`src/rtl/seg_pkg.sv`:
```
// rtl/seg_pkg.sv - shared types and digit limits for the seven-segment time source
package seg_pkg;

    typedef enum logic [1:0] {
        IDLE  = 2'd0,
        RUN   = 2'd1,
        PAUSE = 2'd2
    } state_t;

    typedef logic [3:0] bcd_t;

    localparam bcd_t DIGIT_MAX           = 4'd9;
    localparam bcd_t SEC_MAX1            = 4'd5;
    localparam bcd_t MIN_MAX1            = 4'd5;
    localparam bcd_t HOUR_TENS_MAX       = 4'd2;
    localparam bcd_t HOUR_UNITS_AT_TENS2 = 4'd3;

endpackage

```
`src/rtl/bcd_digit_cnt.sv`:
```
// rtl/bcd_digit_cnt.sv - single BCD digit counter with wrap at MAX and synchronous clear
module bcd_digit_cnt
    import seg_pkg::*;
#(
    parameter bcd_t MAX = 4'd9
) (
    input  logic clk,
    input  logic rstn,
    input  logic inc,
    input  logic sclr,
    output bcd_t q,
    output logic carry
);

    always_ff @(posedge clk or negedge rstn) begin
        if (!rstn) begin
            q <= '0;
        end else if (sclr) begin
            q <= '0;
        end else if (inc) begin
            q <= (q == MAX) ? '0 : q + 4'd1;
        end
    end

    assign carry = inc & (q == MAX);

endmodule

```
`src/rtl/seg_time_src.sv`:
```
// rtl/seg_time_src.sv - scan-advance pulse and run/pause/clear BCD HH:MM:SS clock
module seg_time_src
    import seg_pkg::*;
#(
    parameter int SCAN_DIV = 50_000,
    parameter int SEC_DIV  = 50_000_000
) (
    input  logic        clk,
    input  logic        rstn,
    input  logic        key_start,
    input  logic        key_pause,
    input  logic        key_clear,
    output logic        flag,
    output logic [23:0] digits,
    output logic        running
);

    localparam int SCAN_W = $clog2(SCAN_DIV);
    localparam int SEC_W  = (SEC_DIV > 1) ? $clog2(SEC_DIV) : 1;

    logic [SCAN_W-1:0] scan_cnt;
    logic              scan_wrap;
    logic [SEC_W-1:0]  sec_cnt;
    logic              sec_wrap;
    logic              tick;
    state_t            state;
    state_t            state_nx;

    // Scan divider is independent of the FSM; only reset touches it.
    assign scan_wrap = (scan_cnt == SCAN_W'(SCAN_DIV - 1));

    always_ff @(posedge clk or negedge rstn) begin
        if (!rstn) begin
            scan_cnt <= '0;
            flag     <= 1'b0;
        end else begin
            scan_cnt <= scan_wrap ? '0 : scan_cnt + SCAN_W'(1);
            flag     <= scan_wrap;
        end
    end

    assign sec_wrap = (sec_cnt == SEC_W'(SEC_DIV - 1));
    assign tick     = (state == RUN) & sec_wrap;

    always_ff @(posedge clk or negedge rstn) begin
        if (!rstn) begin
            sec_cnt <= '0;
        end else if (key_clear) begin
            sec_cnt <= '0;
        end else if (state == RUN) begin
            sec_cnt <= sec_wrap ? '0 : sec_cnt + SEC_W'(1);
        end
    end

    // A pause pulse masks start even when the pause itself is ignored.
    always_comb begin
        state_nx = state;
        if (key_clear) begin
            state_nx = IDLE;
        end else if (key_pause) begin
            if (state == RUN) state_nx = PAUSE;
        end else if (key_start && state != RUN) begin
            state_nx = RUN;
        end
    end

    always_ff @(posedge clk or negedge rstn) begin
        if (!rstn) begin
            state   <= IDLE;
            running <= 1'b0;
        end else begin
            state   <= state_nx;
            running <= (state_nx == RUN);
        end
    end

    bcd_t s0, s1, m0, m1, h0, h1;
    logic c_s0, c_s1, c_m0, c_m1, c_h0, c_h1;
    logic inc_s0;
    logic hour_sclr;

    assign inc_s0    = tick & ~key_clear;
    assign hour_sclr = key_clear | c_h1
                     | (c_m1 & (h1 == HOUR_TENS_MAX) & (h0 == HOUR_UNITS_AT_TENS2));

    bcd_digit_cnt #(.MAX(DIGIT_MAX)) u_s0 (
        .clk(clk), .rstn(rstn), .inc(inc_s0), .sclr(key_clear), .q(s0), .carry(c_s0)
    );
    bcd_digit_cnt #(.MAX(SEC_MAX1)) u_s1 (
        .clk(clk), .rstn(rstn), .inc(c_s0), .sclr(key_clear), .q(s1), .carry(c_s1)
    );
    bcd_digit_cnt #(.MAX(DIGIT_MAX)) u_m0 (
        .clk(clk), .rstn(rstn), .inc(c_s1), .sclr(key_clear), .q(m0), .carry(c_m0)
    );
    bcd_digit_cnt #(.MAX(MIN_MAX1)) u_m1 (
        .clk(clk), .rstn(rstn), .inc(c_m0), .sclr(key_clear), .q(m1), .carry(c_m1)
    );
    bcd_digit_cnt #(.MAX(DIGIT_MAX)) u_h0 (
        .clk(clk), .rstn(rstn), .inc(c_m1), .sclr(hour_sclr), .q(h0), .carry(c_h0)
    );
    bcd_digit_cnt #(.MAX(HOUR_TENS_MAX)) u_h1 (
        .clk(clk), .rstn(rstn), .inc(c_h0), .sclr(hour_sclr), .q(h1), .carry(c_h1)
    );

    assign digits = {h1, h0, m1, m0, s1, s0};

endmodule

```
`config.mk`:
```
export PLATFORM = sky130hd
export DESIGN_NAME = seg_time_src
export DESIGN_NICKNAME = d
export VERILOG_FILES = /design/src/rtl/seg_pkg.sv /design/src/rtl/bcd_digit_cnt.sv /design/src/rtl/seg_time_src.sv
export SDC_FILE = /design/constraint.sdc
export NUM_CORES = 1
export LEC_CHECK = 0
export CAP_MARGIN = 30
export CORE_UTILIZATION = 45
export CTS_BUF_LIST = sky130_fd_sc_hd__clkbuf_8 sky130_fd_sc_hd__clkbuf_16
export CTS_CLUSTER_DIAMETER = 150
export DETAILED_ROUTE_END_ITERATION = 16
export PLACE_DENSITY = 0.71
export SLEW_MARGIN = 10
export SYNTH_ARGS = -nofsm -noshare
export SYNTH_HDL_FRONTEND = slang
export SYNTH_SLANG_ARGS = --single-unit
```
`constraint.sdc`:
```
create_clock -name clk -period 2.9 [get_ports clk]
set_input_delay 0.87 -clock clk [delete_from_list [all_inputs] [get_ports clk]]
set_output_delay 0.87 -clock clk [all_outputs]
set_load 0.01 [all_outputs]
```
# Yosys cells after proc, flatten, opt, wreduce, memory -nomap -nowiden
# Index checks and enable logic that the tools add are counted.
# classes
bitwise,13
mux,26
n_eq_ne,12
reduce_logical,8
add_sub_neg,8
# op_table
cell,count
$mux W26,3
$mux W4,18
$add A26 B1 Y26 const B,1
$eq A26 B26 Y1 const B,1
$add A4 B1 Y4 const B,6
$add A16 B1 Y16 const B,1
$eq A16 B16 Y1 const B,1
$mux W16,1
$reduce_bool A2 Y1,7
$eq A4 B4 Y1 const B,3
$and A1 B1 Y1,10
$eq A4 B2 Y1 const B,2
$eq A4 B3 Y1 const B,2
$mux W2,4
$eq A2 B1 Y1 const B,2
$ne A2 B1 Y1 const B,1
$or A1 B1 Y1,2
$logic_and A1 B1 Y1,1
$not A1 Y1,1
# totals
output_inout_bits,26
elab_cells,78
regBits,70
in_bits,5

# Logic depth before layout (Yosys ltp)
# depth
ltp_word,12
ltp_mapped,9
mapped_depth_nobuf,7

# Modules after synthesis
# A second synthesis with hierarchy kept.
# unflattened
hier_cells,421
hier_area_um2,3997.6
# modules_own_cells
mod,seq_area_each_um2,area_per_inst_um2,n_inst,cells_each
seg_time_src,1151.1,2578.7,1,273
bcd_digit_cnt (u_h0 ...),100.1,241.5,3,26
bcd_digit_cnt (u_m1 ...),100.1,234.0,2,23
bcd_digit_cnt (u_h1),100.1,226.5,1,24

# Worst setup path before layout
# No wires, ideal clock.
# synth_timing
path_type,input port to flip-flop
from,in key_clear
to,reg u_h1.q[3]
stages,5
arrival_time_ns,2.186
required_ns,2.823
setup_ns,0.077
n_path_buf,0
slack_ns,0.636
cell_sequence,or3b_1 nor2_2 nand4_4 or4_1 a21oi_1
# synth_via
elab_chain_cells,11
word_cells_on_any_way,14
classes_between,mux: 1; bitwise: 12; reduce/logical: 1
# synth_lines
item,line_no,rtl
start: declaration,seg_time_src.sv:12,"input logic key_clear,"
$not A1 Y1,seg_time_src.sv:82,assign inc_s0 = tick & ~key_clear;
$and A1 B1 Y1,seg_time_src.sv:82,
$and A1 B1 Y1 (6 in a row),bcd_digit_cnt.sv:25,assign carry = inc & (q == MAX);
$or A1 B1 Y1,seg_time_src.sv:83,assign hour_sclr = key_clear | c_h1
$or A1 B1 Y1,seg_time_src.sv:84,| (c_m1 & (h1 == HOUR_TENS_MAX) & (h0 == HOUR_UNITS_AT_TENS2));
$mux W4 or $reduce_bool A2 Y1 (tied branches),n/a,
end signal: assignment,bcd_digit_cnt.sv:21,q <= (q == MAX) ? '0 : q + 4'd1;
end: declaration,bcd_digit_cnt.sv:11,"output bcd_t q,"
# Several ways; a longest one is shown, not always the timed one.
# A chain may end at the register's enable or synchronous reset.

# Final worst setup path
# Same ends and word-level chain as after synthesis.

==> metrics <==
Pre-antenna DRT Iters=4; number of flops mapped to enable cells by yosys=0; post-route DRC violation count=0; Register Area=1752 µm²; IO Pins=31; crit path max fanout=16; total gr overflow=0; dominant synthesized flop cell=dfrtp_1; Crit path required time=3180 ps; mapped cell area=4016 µm²; post-CTS sizing=0; synthesized instance count=415; PortBufs=30; detailed-route via count=3217; crit path cell chain=clkdlybuf4s50_1 -> or3b_1 -> nor2_2 -> nand4_4 -> or4_1 -> a21oi_1; Final Max Tran Viols=0; die span in x=96.48 µm; flop and latch count out of synthesis=70; total CTS buffers=9; highest-count cells in the layout ignoring fill and taps=70 x dfrtp_1, 41 x nor2_1, 31 x nand2_1; Max clock buf depth=2; worst skew pair latency=350 ps; routed length on met1=3.819 mm; Crit path buffers/inverters=1; synthesized area per cell=9.678 µm²; most common cell after layout, fill and taps aside=dfrtp_1; die area=9307 µm²; fin crit period=2522 ps; metal3 WL=360 µm; ratio of cells with drive above 1 in the final layout=10.50%; Fin Setup TNS=0 ps; Tcrit/Tclk final=86.98%; final wirelength=8.392 mm; clock root cell=clkbuf_8; share of flip-flops with an asynchronous set or reset=100.0%; H-tree lvl count=3; number of global-route vias before repair=3026; Worst setup SP type=input pin; Initial DRC Count=135; first-pass GRT wire length=14.19 mm; CTS tree=yes; remaining antenna violation count=0; Sink Count=70; final core occ=53.91%; Setup-failing EPs final=0; slowest library cell on the worst path=or4_1; clk_skew=10.99 ps; Slew headroom=56.80%; # Max-Cap Violations=0; Routed WL per cell=14.85 µm; pin count of the biggest net entering global routing=45; initial antenna violation count=0; WS Path Type=input pin to flop; final hold violation count=0; worst slew pin tran=648.0 ps; post-synth top area share=43.61%; # diodes=0; Pwr Density=437.6 nW/µm²; multi-input logic area=2107 µm²; RePlAce Congestion=0.8454; Layout area overhead=16.48%; outcome=completed; largest cells by area after synthesis=dfrtp_1 44%, ha_1 4.4%, nor2_1 3.8%, xnor2_1 3.7%, a21oi_1 3.1%; Critical Path Max Stage Delay=510 ps; synth unique cells=66; Arr. time, crit path=2800 ps; FMAX=396.5 MHz; peak supply drop=274.9 µV; YS warnings=0; WL met2=4.140 mm; Initial Util=46.28%; Setup Buffers After CTS=0; cell taking the most area after synthesis=dfrtp_1; Final #Nets=471; core area=8678 µm²; Worst-path clk slew=80 ps; via/cell ratio=5.694; Top Family by Delay on Critical Path=simple AND/OR/NAND/NOR gates; RSZ-0062 raised after global routing=false; sequential fraction of the synthesis area=43.61%; Post-DP HPWL=5.983 mm; Die H=96.48 µm; row count=34; syn_nets=434; path type of the worst min-delay path=flop to flop; critical path capture point type=flop; CTS Hold Bufs=0; # fillers=784; uppermost layer routed=met4; GRT Total Usage=19.90%; P_leak=1.975 nW
-- routing by layer --
layer,GRT usage (%),vias to the layer above
li1,-,1580
met1,24.99,1571
met2,33.80,61
met3,5.634,5
met4,4.779,0
met5,0,-
-- state kept, by name, summed over array words and instances, names as in the netlist --
register	cells
flag	1
running	1
scan_cnt	16
sec_cnt	26
state	2
u_h0.q	4
u_h1.q	4
u_m0.q	4
u_m1.q	4
u_s0.q	4
u_s1.q	4
-- final cells by class --
cell class / count / area share [%]
clock inverters: 7 / 2.594
clock buffers: 9 / 2.648
repair buffers: 40 / 8.184
inverters: 15 / 1.204
flip-flops and latches: 70 / 37.44
well taps: 108 / 2.888
multi-input cells: 316 / 45.04
-- cell usage after synthesis (2+ instances only) --
cell	number
a21o_1	3
a21oi_1	25
a22o_1	2
a31oi_1	7
and2_1	2
and3_1	6
and3_2	3
and3b_1	4
and4_1	5
and4_4	2
buf_2	3
buf_4	2
buf_6	5
clkbuf_1	4
dfrtp_1	70
ha_1	14
inv_1	15
mux2i_1	7
nand2_1	31
nand2b_1	5
nand3_1	20
nand3b_1	3
nand4_1	13
nand4_4	2
nand4b_1	2
nor2_1	41
nor2b_1	6
nor3_1	14
nor3b_1	3
nor4_1	9
nor4_4	2
o2111ai_1	2
o21a_1	2
o21ai_0	16
o31ai_1	2
or3_1	6
or4_1	5
xnor2_1	17
xor2_1	8
-- final timing paths --
kind | cells past startpoint | start | slack [ps] | end
worst max-delay path | 6 | key_clear | 380 | u_h1.q[3]
worst min-delay path | 1 | scan_cnt[0] | 480 | scan_cnt[0]
worst max register to register | 7 | u_s1.q[1] | 670 | u_h1.q[3]
worst min register to register | 1 | scan_cnt[0] | 480 | scan_cnt[0]
max in group asynchronous | 2 | rstn | 1700 | sec_cnt[11]
min in group asynchronous | 1 | rstn | 540 | u_m0.q[0]
-- metrics by stage --
stage | std cells | hold slack, ps | area, µm² | total power [mW] | setup WS (ps)
floorplan | 415 | 447.9 | 4016 | 1.054 | 636.2
global placement | 549 | 463.7 | 4433 | 1.102 | 62.23
detailed placement | 549 | 471.8 | 4433 | 1.104 | 23.09
CTS | 565 | 483.5 | 4678 | 2.084 | 388.7
global route | 565 | 509.6 | 4678 | 2.132 | 237.5
finish | 565 | 481.5 | 4678 | 2.047 | 377.6
-- report_power, final --
group          internal [mW]  leakage (nW)  switching, mW  total (mW)
Sequential             0.984         0.960        0.00982       0.994
Combinational         0.0326         0.891         0.0572      0.0898
Clock                  0.575         0.124          0.388       0.964
Total                   1.59          1.97          0.455        2.05
-- cells by family (layout without fill, tap and decap cells) --
logic type / after synthesis / after routing / share of synthesized area [%]
mux: 8 / 8 / 2.025
xor+xnor: 25 / 25 / 5.452
compound gates: 71 / 71 / 10.97
fa+ha+maj: 14 / 14 / 4.361
flops: 70 / 70 / 43.61
buf+inv: 29 / 71 / 3.925
simple gates: 198 / 198 / 29.66
Power figures use the tool's default switching activity.
